--- src/rtl/red_pitaya_iq_sweep_sequencer.sv ---
// ============================================================================
// red_pitaya_iq_sweep_sequencer
//
// Purpose:
//   Steps the IQ demodulator reference frequency through an N-point sweep.
//   For every point the block:
//     1. drives the frequency word and pulses a phase reset to the generator,
//     2. waits a settling time so the demod pipeline flushes old samples,
//     3. integrates the demod I/Q outputs for a programmed number of cycles,
//     4. presents the two sums on a valid/ready result port.
//   The block sits between the register bank (config, start) and the
//   demod/fgen pair.
//
// Ports:
//   clk_i, rst_i          clock and synchronous active-high reset
//   start_i               1-cycle pulse: latch config and start the sweep
//   abort_i               stop the sweep and return to idle (no done pulse)
//   f_start_i, f_step_i   first frequency word and per-point increment
//   n_points_i            number of points in the sweep
//   settle_cycles_i       wait after each frequency change (minimum 3)
//   avg_cycles_i          samples integrated per point (0 behaves as 1)
//   demod_i_i, demod_q_i  signed demodulator outputs
//   freq_o, phase_rst_o   frequency word and phase-reset pulse to the fgen
//   busy_o                high whenever a sweep is in progress
//   res_valid_o/ready_i   result handshake
//   res_i_o, res_q_o      signed I/Q sums of the current point
//   res_idx_o             index of the current point
//   done_o                1-cycle pulse after the last result is accepted
// ============================================================================
module red_pitaya_iq_sweep_sequencer #(
  parameter int OUTBITS   = 18,
  parameter int PHASEBITS = 32,
  parameter int AVGBITS   = 16,
  parameter int ACCBITS   = 34,
  parameter int CNTBITS   = 16
) (
  input  logic                 clk_i,
  input  logic                 rst_i,
  input  logic                 start_i,
  input  logic                 abort_i,
  input  logic [PHASEBITS-1:0] f_start_i,
  input  logic [PHASEBITS-1:0] f_step_i,
  input  logic [CNTBITS-1:0]   n_points_i,
  input  logic [CNTBITS-1:0]   settle_cycles_i,
  input  logic [AVGBITS-1:0]   avg_cycles_i,
  input  logic [OUTBITS-1:0]   demod_i_i,
  input  logic [OUTBITS-1:0]   demod_q_i,
  output logic [PHASEBITS-1:0] freq_o,
  output logic                 phase_rst_o,
  output logic                 busy_o,
  output logic                 res_valid_o,
  input  logic                 res_ready_i,
  output logic [ACCBITS-1:0]   res_i_o,
  output logic [ACCBITS-1:0]   res_q_o,
  output logic [CNTBITS-1:0]   res_idx_o,
  output logic                 done_o
);

  typedef enum logic [2:0] {
    ST_IDLE,
    ST_SETUP,
    ST_SETTLE,
    ST_INTEG,
    ST_OUTPUT
  } state_t;

  state_t r_state;
  state_t w_nextState;

  // Latched configuration, so register-bank writes mid-sweep have no effect
  logic [CNTBITS-1:0]   r_nPoints;
  logic [CNTBITS-1:0]   r_settle;
  logic [AVGBITS-1:0]   r_avg;
  logic [PHASEBITS-1:0] r_fStep;

  logic [CNTBITS-1:0]   r_idx;
  logic [PHASEBITS-1:0] r_freq;
  logic [CNTBITS-1:0]   r_settleCnt;
  logic [AVGBITS-1:0]   r_avgCnt;
  logic [ACCBITS-1:0]   r_accI;
  logic [ACCBITS-1:0]   r_accQ;
  logic                 r_done;

  logic                 w_lastPoint;
  logic [CNTBITS-1:0]   w_settleLoad;
  logic [AVGBITS-1:0]   w_avgLoad;
  logic [ACCBITS-1:0]   w_extI;
  logic [ACCBITS-1:0]   w_extQ;
  logic                 w_phaseRst;
  logic                 w_busy;
  logic                 w_valid;

  assign w_lastPoint = (r_idx == r_nPoints - CNTBITS'(1));

  // Counters run down to zero, so they are loaded with (length - 1).
  // Settling is floored at 3 cycles to cover the demod's 2-cycle pipeline,
  // guaranteeing no sample from the previous frequency is integrated.
  assign w_settleLoad = (r_settle < CNTBITS'(3)) ? CNTBITS'(2)
                                                 : r_settle - CNTBITS'(1);
  assign w_avgLoad    = (r_avg == '0) ? '0 : r_avg - AVGBITS'(1);

  // ACCBITS >= OUTBITS + AVGBITS, so the sums cannot overflow
  assign w_extI = {{(ACCBITS-OUTBITS){demod_i_i[OUTBITS-1]}}, demod_i_i};
  assign w_extQ = {{(ACCBITS-OUTBITS){demod_q_i[OUTBITS-1]}}, demod_q_i};

  // State register
  always_ff @(posedge clk_i) begin
    if (rst_i) begin
      r_state <= ST_IDLE;
    end else begin
      r_state <= w_nextState;
    end
  end

  // Next-state and state-decoded outputs; abort wins over everything,
  // including a result accepted in the same cycle
  always_comb begin
    w_nextState = r_state;
    w_phaseRst  = 1'b0;
    w_busy      = 1'b1;
    w_valid     = 1'b0;

    case (r_state)
      ST_IDLE: begin
        w_busy = 1'b0;
        if (start_i && (n_points_i != '0)) begin
          w_nextState = ST_SETUP;
        end
      end
      ST_SETUP: begin
        w_phaseRst  = 1'b1;
        w_nextState = ST_SETTLE;
      end
      ST_SETTLE: begin
        if (r_settleCnt == '0) begin
          w_nextState = ST_INTEG;
        end
      end
      ST_INTEG: begin
        if (r_avgCnt == '0) begin
          w_nextState = ST_OUTPUT;
        end
      end
      ST_OUTPUT: begin
        w_valid = 1'b1;
        if (res_ready_i) begin
          w_nextState = w_lastPoint ? ST_IDLE : ST_SETUP;
        end
      end
      default: begin
        w_nextState = ST_IDLE;
      end
    endcase

    if (abort_i) begin
      w_nextState = ST_IDLE;
    end
  end

  // Datapath: config latch, point index/frequency, counters, accumulators.
  // On abort every register simply holds; the FSM alone returns to idle, so
  // freq_o keeps its last value.
  always_ff @(posedge clk_i) begin
    if (rst_i) begin
      r_nPoints   <= '0;
      r_settle    <= '0;
      r_avg       <= '0;
      r_fStep     <= '0;
      r_idx       <= '0;
      r_freq      <= '0;
      r_settleCnt <= '0;
      r_avgCnt    <= '0;
      r_accI      <= '0;
      r_accQ      <= '0;
      r_done      <= 1'b0;
    end else begin
      r_done <= 1'b0;
      if (!abort_i) begin
        case (r_state)
          ST_IDLE: begin
            if (start_i) begin
              r_nPoints <= n_points_i;
              r_settle  <= settle_cycles_i;
              r_avg     <= avg_cycles_i;
              r_fStep   <= f_step_i;
              r_idx     <= '0;
              r_freq    <= f_start_i;
              // An empty sweep finishes immediately
              if (n_points_i == '0) begin
                r_done <= 1'b1;
              end
            end
          end
          ST_SETUP: begin
            r_accI      <= '0;
            r_accQ      <= '0;
            r_settleCnt <= w_settleLoad;
            r_avgCnt    <= w_avgLoad;
          end
          ST_SETTLE: begin
            if (r_settleCnt != '0) begin
              r_settleCnt <= r_settleCnt - CNTBITS'(1);
            end
          end
          ST_INTEG: begin
            r_accI <= r_accI + w_extI;
            r_accQ <= r_accQ + w_extQ;
            if (r_avgCnt != '0) begin
              r_avgCnt <= r_avgCnt - AVGBITS'(1);
            end
          end
          ST_OUTPUT: begin
            if (res_ready_i) begin
              if (w_lastPoint) begin
                r_done <= 1'b1;
              end else begin
                r_idx  <= r_idx + CNTBITS'(1);
                r_freq <= r_freq + r_fStep;
              end
            end
          end
          default: begin
            r_done <= 1'b0;
          end
        endcase
      end
    end
  end

  assign freq_o      = r_freq;
  assign phase_rst_o = w_phaseRst;
  assign busy_o      = w_busy;
  assign res_valid_o = w_valid;
  assign res_i_o     = r_accI;
  assign res_q_o     = r_accQ;
  assign res_idx_o   = r_idx;
  assign done_o      = r_done;

endmodule

--- config.mk ---
export PLATFORM = sky130hd
export DESIGN_NAME = red_pitaya_iq_sweep_sequencer
export DESIGN_NICKNAME = d
export VERILOG_FILES = /design/src/rtl/red_pitaya_iq_sweep_sequencer.sv
export SDC_FILE = /design/constraint.sdc
export NUM_CORES = 1
export LEC_CHECK = 0
export CAP_MARGIN = 30
export CORE_MARGIN = 2
export CORE_UTILIZATION = 35
export CTS_BUF_LIST = sky130_fd_sc_hd__clkbuf_8
export DETAILED_ROUTE_END_ITERATION = 16
export DONT_BUFFER_PORTS = 1
export GPL_ROUTABILITY_DRIVEN = 0
export GPL_TIMING_DRIVEN = 0
export HOLD_SLACK_MARGIN = 0.03
export PLACE_DENSITY_LB_ADDON = 0.25
export SLEW_MARGIN = 25
export SYNTH_ARGS = -nofsm -noshare
export SYNTH_HDL_FRONTEND = slang
export SYNTH_SLANG_ARGS = --single-unit
--- constraint.sdc ---
create_clock -name clk_i -period 8.9 [get_ports clk_i]
set_clock_uncertainty 0.15 [all_clocks]
set_input_delay 0.89 -clock clk_i [delete_from_list [all_inputs] [get_ports clk_i]]
set_output_delay 0.89 -clock clk_i [all_outputs]
set_load 0.01 [all_outputs]
==> results of run 1 <==
## cells by family (layout without fill, tap and decap cells)
group                      Yosys count  after routing  share of synthesized area
DFF                                232            232                      0.308
muxes                               12             12                    0.00813
adders and majority gates          107            107                     0.0903
other                                0              1                          0
buffers and inverters              143            225                     0.0378
xor gates and xnor gates           125            125                     0.0726
AOI/OAI and AO/OA                  609            609                      0.261
and+or+nand+nor                    723            723                      0.222
## cells in the mapped netlist, types with 7 or more instances
| cell | number | area share |
|---|---|---|
| o31ai_1 | 13 | 0.0065 |
| o21ai_0 | 111 | 0.037 |
| o21bai_1 | 12 | 0.0060 |
| nor3_1 | 37 | 0.012 |
| mux2i_1 | 10 | 0.0066 |
| nor2_1 | 193 | 0.048 |
| and3_1 | 20 | 0.0083 |
| o32ai_1 | 7 | 0.0041 |
| a21o_1 | 48 | 0.024 |
| clkbuf_1 | 88 | 0.022 |
| o211ai_1 | 11 | 0.0055 |
| and2_1 | 8 | 0.0033 |
| or3_1 | 14 | 0.0058 |
| nand2b_1 | 25 | 0.010 |
| a31oi_1 | 20 | 0.0083 |
| ha_1 | 104 | 0.086 |
| a211oi_1 | 8 | 0.0040 |
| a21oi_1 | 208 | 0.069 |
| nor2b_1 | 18 | 0.0075 |
| nand2_1 | 281 | 0.070 |
| dfxtp_1 | 232 | 0.31 |
| nand4_1 | 20 | 0.0083 |
| xor2_1 | 51 | 0.030 |
| xnor2_1 | 74 | 0.043 |
| a22oi_1 | 49 | 0.024 |
| nor4_1 | 26 | 0.011 |
| a211oi_2 | 10 | 0.0083 |
| inv_1 | 44 | 0.011 |
| o22ai_1 | 18 | 0.0075 |
| o21a_1 | 13 | 0.0065 |
| nor3b_1 | 15 | 0.0075 |
| nand3_1 | 34 | 0.011 |
## path summary, 6_finish.rpt
| check | slack [ns] | to | cells after the start | start |
|---|---|---|---|---|
| hold reg to reg | 0.31 | r_fStep[16] | 2 | r_fStep[16] |
| setup / recovery | 4.70 | freq_o[31] | 11 | freq_o[1] |
| hold / removal | 0.23 | r_fStep[19] | 2 | f_step_i[19] |
| setup reg to reg | 4.70 | freq_o[31] | 11 | freq_o[1] |
## sequential cells by signal, summed over array words and instances (netlist names)
| name | cells |
|---|---|
| r_fStep | 32 |
| freq_o | 32 |
| res_idx_o | 16 |
| r_avgCnt | 16 |
| r_settleCnt | 16 |
| done_o | 1 |
| r_state | 3 |
| r_settle | 16 |
| r_avg | 16 |
| res_i_o | 34 |
| r_nPoints | 16 |
| res_q_o | 34 |
## through the flow
| step | area (um2) | cells |
|---|---|---|
| 6_report | 16700 | 2580 |
| 5_1_grt | 16700 | 2580 |
| 4_1_cts | 16700 | 2579 |
| 3_5_place_dp | 15800 | 2498 |
| 3_3_place_gp | 15800 | 2497 |
| 2_1_floorplan | 15100 | 1951 |
## worst max-delay path, delay by kind of cell (launching register included)
| kind | cells | cell delay (ns) |
|---|---|---|
| AO/OA/AOI/OAI | 8 | 2.74 |
| flip-flops | 1 | 0.45 |
| AND/OR/NAND/NOR | 2 | 0.43 |
| adder cells (fa/ha/maj) | 1 | 0.30 |
## where the power goes
part / leakage, nW / internal, mW / switching [mW]
Combinational: 4.37 / 0.179 / 0.288
Sequential: 1.88 / 1.08 / 0.0499
Clock: 0.534 / 0.637 / 0.525
Total: 6.79 / 1.89 / 0.863
## per-layer routing
layer,up-vias,routed length (um)
met4,0,1510
met3,86,4210
met1,6758,21000
met5,-,0
li1,7175,-
met2,433,22500
## area by class of cell
class | instances | share of cell area
well taps | 546 | 0.0408
plain buffers | 98 | 0.0241
multi-input cells | 1576 | 0.590
repair buffers | 1 | 0.000673
inverters | 45 | 0.0101
flip-flops and latches | 232 | 0.277
clock buffers | 57 | 0.0469
diodes | 1 | 0.000149
clock inverters | 24 | 0.0101
## cell usage in the layout (no fill, tap or decap), types with 12 or more instances in the layout
master    synthesis  final
and3_1           20     20
o31ai_1          13     13
inv_1            44     53
o21a_1           13     13
a21oi_1         208    208
nand2_1         281    281
nor3b_1          15     15
o21bai_1         12     12
xnor2_1          74     74
a22oi_1          49     49
nor4_1           26     25
or3_1            14     14
nor3_1           37     37
clkbuf_1         88     87
o22ai_1          18     18
nand2b_1         25     25
o21ai_0         111    111
nand4_1          20     20
dfxtp_1         232    232
xor2_1           51     51
ha_1            104    104
a21o_1           48     48
nor2_1          193    193
clkbuf_8          0     57
nor2b_1          18     18
a31oi_1          20     20
nand3_1          34     34
==> metrics.md, run 1 <==
| Metric | Value |
|---|---|
| Sequential area share after synthesis | 0.308 |
| Max-Cap Viols | 0 |
| Post-CTS resize count | 0 |
| CP Max Fanout | 4 |
| Leak pwr | 6.79 nW |
| Fillers | 4466 |
| DRT iter0 DRCs | 840 |
| Cell Area, Synth | ~15000 um2 |
| Area growth, synth to finish | 11.0% |
| I/O pins | 273 |
| Kind of critical path | reg -> reg |
| Critical Path, Cell by Cell | ha_1 -> a211o_1 -> a2111oi_0 -> nor3_1 -> o41ai_1 -> a21oi_1 -> a41oi_1 -> nand2b_1 -> o21ai_0 -> o21ai_0 -> a31oi_1 |
| Final Util | 0.391 |
| CTS clock-pin slew for the worst setup and hold paths | 0.07 ns |
| Synth unique cells | 79 |
| Setup TNS | 0 ns |
| Clock sinks | 232 |
| Unrepaired setup endpoints after global routing | no |
| Slew headroom | 0.332 |
| EDFF count, synth | 0 |
| Antenna violations before repair | 1 |
| Vias | around 14000 |
| Register area | 4640 um2 |
| Most used cell along the critical path | o21ai_0 |
| Area of the core | approximately 43000 um2 |
| Average size of a mapped cell | between 7 and 8 um2 |
| Slew Viols, Final | 0 |
| Clock tree buffer depth | 3 |
| Final hold violations | 0 |
| Total power | 2.76 mW |
| Dpl ws | 4.50 ns |
| Ys flop type | dfxtp_1 |
| Post-synth ARST share | 0 |
| Nets | 2260 |
| Hold Path Class | in -> reg |
| Max Freq | 238 MHz |
| WHS | about 0.23 ns |
| Port bufs | 0 |
| Post-detailed-routing wire length | 49.2 mm |
| Layout cells sized above 1 | 0.0595 |
| H-Tree Depth | 2 |
| Worst EP required | 9.25 ns |
| Post-DRT Antenna Nets | 0 |
| GRT Residual Overflow | 0 |
| Peak VDD IR | 115 uV |
| Met3 Usage GRT | 0.0668 |
| Cts hold-fix bufs | 0 |
| Largest stage delay, worst path | 0.73 ns |
| Later-pin clock latency in the skew report | 0.63 ns |
| Die Wd | 212 um |
| Crit end category | flip-flop |
| GR Util met1 | 0.258 |
| Total CTS buffers | 46 |
| Run status | finished clean |
| GRT Total Usage | 0.216 |
| CTS root buf | clkbuf_8 |
| Final Critical Period | approximately 4.2 ns |
| Full die area | 44700 um2 |
| Final setup margin | 4.70 ns |
| CTS tree | done |
| DRT Pass-1 Iters | 5 |
| Largest net degree at the start of global routing | 25 |
| Routed WL per cell | ~19 um |
| Cells after synthesis | 1951 |
| Die height | ~210 um |
| M2 GR Usage | 0.362 |
| Yosys warns | 0 |
| Top Usage Layer GRT | met2 |
| Number of global-route vias before repair | 14000 |
| Slew @ Worst Pin | 1.00 ns |
| Slowest CP cell | o41ai_1 |
| Ratio of final minimum period to clock period | 0.472 |
| # DRC | 0 |
| Dpl hpwl | ~37 mm |
| First-pass GRT wire length | 76.2 mm |
| Final count of negative-setup-slack endpoints | 0 |
| Data arrival, critical path | 4.55 ns |
| Routed vias/inst | about 5.6 |
| Post-CTS Setup Inserts | 0 |
| Post-Syn Nets | 2211 |
| Element type at the critical path start | flip-flop |
| PwrDens | between 150 and 200 nW/um2 |
| Footprint of the multi-input gates | 9870 um2 |
| # rows | between 70 and 80 |
| Initial Util | 0.352 |
| Synthesized flop and latch total | 232 |
Note: power is estimated with default switching activity, not from simulation.
==> run 2, diff against run 1 <==
clock period = 4.25 ns   (was 8.9 ns; I/O delays follow)
==> run 2 against run 1 <==
  * Clock-buffer cell count stayed put
  * Via count up 4.0%
  * Worst setup slack worse by 4.4 ns
  * Global-route usage rose by 0.86 points
  * Maximum frequency is 6.3% higher
  * Clock power increased by 110%
  * Final cell count grew 4.6%
  * Non-clock buffer count up 119
  * Die area did not move
  * Critical endpoint unchanged
  * Largest cell class unchanged
  * Largest power group unchanged
  * Highest routed layer unchanged
==> metrics.md, run 2 (same netlist as run 1, synthesis figures left out) <==
| Metric | Value |
|---|---|
| GRT Total Usage | 0.225 (+0.00857) |
| Setup TNS | 0 ns (unchanged) |
| H-Tree Depth | 2 (unchanged) |
| WHS Endpoint | res_idx_o[0] |
| Clock tree buffer depth | 3 (unchanged) |
| Later-pin clock latency in the skew report | 0.63 ns (about the same) |
| Max Freq | 253 MHz (+6.3%) |
| Cells on worst reg2reg path | 11 (unchanged) |
| Largest net degree at the start of global routing | 22 (-12%) |
| Total CTS buffers | 46 (unchanged) |
| Layout cells sized above 1 | 0.0567 (-0.00283) |
| Clock sinks | 232 (unchanged) |
| Reg2reg start | freq_o[1] |
| Nets | 2379 (+5.3%) |
| Port bufs | 0 (unchanged) |
| Die Wd | 212 um (unchanged) |
| Slew Viols, Final | 0 (unchanged) |
| GRT Residual Overflow | 0 (unchanged) |
| CTS clock-pin slew for the worst setup and hold paths | 0.07 ns (about the same) |
| Ratio of final minimum period to clock period | 0.929 (+0.457) |
| Min-delay src | res_ready_i |
| Final hold violations | 0 (unchanged) |
| N_diodes | 0 (-1) |
| Full die area | 44700 um2 (unchanged) |
| Routed vias/inst | 5.57 (-0.52%) |
| Slew headroom | 0.331 (-0.00104) |
| Element type at the critical path start | flip-flop |
| Hold Path Class | in -> reg |
| Max-Cap Viols | 0 (unchanged) |
| Initial Util | 0.352 (unchanged) |
| Number of global-route vias before repair | 14700 (+4.9%) |
| Data arrival, critical path | 4.31 ns (-0.24 ns) |
| # rows | 76 (unchanged) |
| Unrepaired setup endpoints after global routing | no |
| Crit end category | flip-flop |
| CTS root buf | clkbuf_8 |
| Die height | 212 um (unchanged) |
| Antenna violations before repair | 0 (-1) |
| Commonest non-fill, non-tap cells in the layout | nand2_1, dfxtp_1, a21oi_1 |
| Vias | 15000 (+4.0%) |
| Peak VDD IR | 248 uV (+120%) |
| Leak pwr | 7.30 nW (+7.5%) |
| Final Critical Period | 3.95 ns (-0.250 ns) |
| CTS tree | done |
| First-pass GRT wire length | 79.5 mm (+4.3%) |
| I/O pins | 273 (unchanged) |
| Final count of negative-setup-slack endpoints | 0 (unchanged) |
| Flop-to-flop setup slack | 0.30 ns (-4.40 ns) |
| Most common cell after layout, fill and taps aside | nand2_1 |
| DRT iter0 DRCs | 1019 (+21%) |
| Hold path depth | 3 (+1) |
| Total power | 5.88 mW (+110%) |
| Post-DRT Antenna Nets | 0 (unchanged) |
| PwrDens | 328 nW/um2 (+99%) |
| Run status | finished clean |
| Kind of critical path | reg -> reg |
| # DRC | 0 (unchanged) |
| R2r endpoint | freq_o[31] |
| DRT Pass-1 Iters | 5 (unchanged) |
| Area growth, synth to finish | 19.0% |
| Area of the core | 42800 um2 (unchanged) |
| Worst EP required | 4.61 ns (-4.64 ns) |
| Routed WL per cell | 18.9 um (-0.77%) |
| Dpl hpwl | 37.3 mm (unchanged) |
| Post-detailed-routing wire length | 51.1 mm (+3.8%) |
| Slew @ Worst Pin | 1.00 ns (+0.00156 ns) |
| CP Max Fanout | 4 (unchanged) |
==> run 2: cell types whose count changed in the layout (fill, tap and decap cells not counted), sizes merged <==
cell	previous run	this run
diode	1	0
dlygate4sd3	0	119
==> run 2: worst max-delay path by stage <==
| stage | slack [ns] | cells past startpoint | from | to |
|---|---|---|---|---|
| after floorplan | 1.02 | 13 | demod_q_i[0] | res_q_o[32] |
| after global placement | 0.24 | 11 | freq_o[1] | freq_o[31] |
| after global routing | 0.07 | 13 | res_q_o[0] | res_q_o[32] |
| after detailed placement | 0.16 | 11 | freq_o[1] | freq_o[31] |
| after CTS | 0.15 | 11 | freq_o[1] | freq_o[31] |
| final | 0.30 | 11 | freq_o[1] | freq_o[31] |
==> run 2: routing by layer <==
layer / up-vias / routed length (um) / track usage
met3: 100 / 3980 / 0.0626
met2: 465 / 23500 / 0.380
met1: 7063 / 22000 / 0.272
met4: 0 / 1580 / 0.0816
met5: - / 0 / 0
li1: 7406 / - / -
==> run 2: metrics by stage <==
step	instance area, um2	setup slack [ns]	hold WS, ns	instances	utilization
finish	17900	0.301	0.0682	2698	0.419
global route	17900	0.0694	0.0899	2698	0.419
CTS	17900	0.145	0.0323	2698	0.419
detailed placement	15800	0.156	0.305	2498	0.369
global placement	15800	0.236	0.300	2497	0.368
floorplan	15100	1.02	0.290	1951	-
==> run 2: where the power goes <==
group,internal [mW],total (mW),switching [mW]
Combinational,0.447,1.08,0.633
Sequential,2.26,2.36,0.105
Clock,1.33,2.44,1.10
Total,4.04,5.88,1.84
==> run 2: layout make-up <==
cell class / count / area, um2
buffer: 98 / 403
clock buffer: 57 / 785
clock inverter: 24 / 169
fill: 4348 / 24900
inverter: 45 / 169
multi-input combinational: 1576 / 9880
sequential: 232 / 4640
tap: 546 / 683
timing repair buffer: 120 / 1200
==> run 2: critical path, stage by stage (launching register included) <==
cell and delay [ns]:
dfxtp_1 0.46, ha_1 0.30, a211o_1 0.33, a2111oi_0 0.64, nor3_1 0.25, o41ai_2 0.51
a21oi_1 0.22, a41oi_1 0.39, nand2b_1 0.17, o21ai_0 0.10, o21ai_0 0.18, a31oi_1 0.10
==> run 2: what timing repair did <==
| item | CTS | global route |
|---|---|---|
| endpoints found under the setup margin | 0 | 1 |
| hold buffers | 119 | 0 |
| gates resized for setup | 0 | 1 |
| endpoints found under the hold margin | 121 | 0 |
| setup buffers | 0 | 0 |
==> run 3, diff against run 2 <==
--- a/constraint.sdc
+++ b/constraint.sdc
@@ -4,2 +4,2 @@
 set_output_delay 0.425 -clock clk_i [all_outputs]
-set_load 0.01 [all_outputs]
+set_load 0.005 [all_outputs]
==> run 3 against run 2 <==
  * Die area stayed put
  * Highest routed layer unchanged
  * Clock-buffer cell count unchanged
  * First-iteration DRC count decreased by 3.1%
  * Maximum frequency up 0.17%
==> metrics.md, run 3 (same netlist as run 1, synthesis figures left out) <==
| Metric | Value |
|---|---|
| Run status | finished clean |
| GRT Residual Overflow | 0 (unchanged) |
| Slew @ Worst Pin | 0.979 ns (-0.0246 ns) |
| Final hold violations | 0 (unchanged) |
| Vias | 15000 (-0.29%) |
| CTS root buf | clkbuf_8 |
| Largest stage delay, worst path | 0.60 ns (-0.04 ns) |
| Kind of critical path | in -> reg |
| Hold path depth | 3 (unchanged) |
| Nets | 2379 (unchanged) |
| I/O pins | 273 (unchanged) |
| Max-Cap Viols | 0 (unchanged) |
| Largest net degree at the start of global routing | 22 (unchanged) |
| Hold Path Class | in -> reg |
| Slowest CP cell | a211oi_1 |
| DRT Pass-1 Iters | 7 (+2) |
| CTS clock-pin slew for the worst setup and hold paths | 0.07 ns (about the same) |
| Post-detailed-routing wire length | 51.0 mm (about the same) |
| Dpl hpwl | 37.3 mm (unchanged) |
| Peak VDD IR | 250 uV (+0.88%) |
| Final Cell Area | 17900 um2 (unchanged) |
| CP Max Fanout | 5 (+1) |
| Total CTS buffers | 46 (unchanged) |
| Later-pin clock latency in the skew report | 0.63 ns (about the same) |
| CP bufs+invs | 2 (+2) |
| Fillers | 4348 (unchanged) |
| Slew Viols, Final | 0 (unchanged) |
| Placement Cell Area | 15800 um2 (unchanged) |
| Element type at the critical path start | input port |
| Number of global-route vias before repair | 14700 (unchanged) |
| Commonest non-fill, non-tap cells in the layout | nand2_1, dfxtp_1, a21oi_1 |
| Cells on worst reg2reg path | 13 (+2) |
| Slew headroom | 0.347 (+0.0164) |
| Unrepaired setup endpoints after global routing | no |
| WHS | 0.0695 ns (+0.00130 ns) |
| # rows | 76 (unchanged) |
| Initial Util | 0.352 (unchanged) |
| Critical Path Stages | 14 (+3) |
| Footprint of the multi-input gates | 9880 um2 (unchanged) |
| Full die area | 44700 um2 (unchanged) |
| Antenna violations before repair | 0 (unchanged) |
| DRT iter0 DRCs | 987 (-3.1%) |
| PwrDens | 327 nW/um2 (-0.23%) |
| Area of the core | 42800 um2 (unchanged) |
| Final Critical Period | 3.94 ns (-0.00674 ns) |
| Critical Path, Cell by Cell | dlygate4sd3_1 -> ha_1 -> inv_1 -> fa_1 -> nand2b_1 -> nand2b_1 -> a211oi_1 -> a21oi_1 -> o31ai_1 -> o21ai_1 -> a31oi_1 -> o21bai_1 -> xnor2_1 -> a22o_1 |
| Most used cell along the critical path | nand2b_1 |
| Crit path max-delay family | compound AO/OA/AOI/OAI gates |
| Crit end category | flip-flop |
| Register area | 4640 um2 (unchanged) |
| Ratio of final minimum period to clock period | 0.928 (-0.00159) |
| Post-DRT Antenna Nets | 0 (unchanged) |
| Data arrival, critical path | 4.30 ns (about the same) |
| # DRC | 0 (unchanged) |
| Final count of negative-setup-slack endpoints | 0 (unchanged) |
| H-Tree Depth | 2 (unchanged) |
| Post-CTS Setup Inserts | 0 (unchanged) |
| Port bufs | 0 (unchanged) |
| First-pass GRT wire length | 79.5 mm (unchanged) |
| Most common cell after layout, fill and taps aside | nand2_1 |
| CTS tree | done |
| Layout cells sized above 1 | 0.0567 (unchanged) |
| Routed vias/inst | 5.56 (-0.29%) |
| Leak pwr | 7.30 nW (unchanged) |
| Die height | 212 um (unchanged) |
| N_diodes | 0 (unchanged) |
| Clock tree buffer depth | 3 (unchanged) |
| GRT Total Usage | 0.225 (unchanged) |
| Die Wd | 212 um (unchanged) |
| Clock sinks | 232 (unchanged) |
| Setup TNS | 0 ns (unchanged) |
| Area growth, synth to finish | 19.0% (unchanged) |
| Max Freq | 254 MHz (+0.17%) |
| Routed WL per cell | 18.9 um (about the same) |
| Worst EP required | 4.61 ns (about the same) |
## run 3: what timing repair did
item	4_1_cts	5_1_grt
hold endpoints to repair	121	0
hold buffers	119	0
gates resized for setup	0	1
endpoints found under the setup margin	0	1
## run 3: final timing paths
kind | slack, ns | start | to
worst max-delay path | 0.31 | demod_i_i[0] | res_i_o[28]
worst min-delay path | 0.07 | res_ready_i | res_idx_o[0]
worst max register to register | 0.34 | res_i_o[0] | res_i_o[28]
worst min register to register | 0.31 | r_fStep[16] | r_fStep[16]
## run 3: routing by layer
layer | global-route usage | share of wire | up-vias
met1 | 0.272 | 0.43 | 7023
met3 | 0.0626 | 0.080 | 97
met5 | 0 | 0 | -
met2 | 0.380 | 0.46 | 463
met4 | 0.0816 | 0.030 | 0
li1 | - | - | 7408
## run 3: layout make-up
type,count,share of cell area
plain buffers,98,0.0225
well taps,546,0.0381
inverters,45,0.00942
clock buffers,57,0.0437
multi-input cells,1576,0.551
clock inverters,24,0.00942
repair buffers,120,0.0670
flip-flops and latches,232,0.259
## run 3: metrics by stage
stage	utilization	setup WS (ns)	instances	power (mW)
floorplan	-	1.02	1951	3.12
detailed placement	0.369	0.199	2498	3.37
CTS	0.419	0.189	2698	5.94
global placement	0.368	0.279	2497	3.34
global route	0.419	0.113	2698	6.17
finish	0.419	0.308	2698	5.87
## run 3: worst register-to-register path, stage by stage, from the launching register on
cell,delay [ns]
dfxtp_1,0.33
ha_1,0.22
inv_1,0.07
fa_1,0.17
nand2b_1,0.13
nand2b_1,0.09
a211oi_1,0.60
a21oi_1,0.23
o31ai_1,0.58
o21ai_1,0.24
a31oi_1,0.49
o21bai_1,0.17
xnor2_1,0.14
a22o_1,0.19
## run 3: report_power, final
part	switching (mW)	leakage (nW)	total [mW]	internal (mW)
logic	0.631	4.88	1.08	0.447
registers	0.0948	1.88	2.35	2.26
clock network	1.10	0.534	2.44	1.33
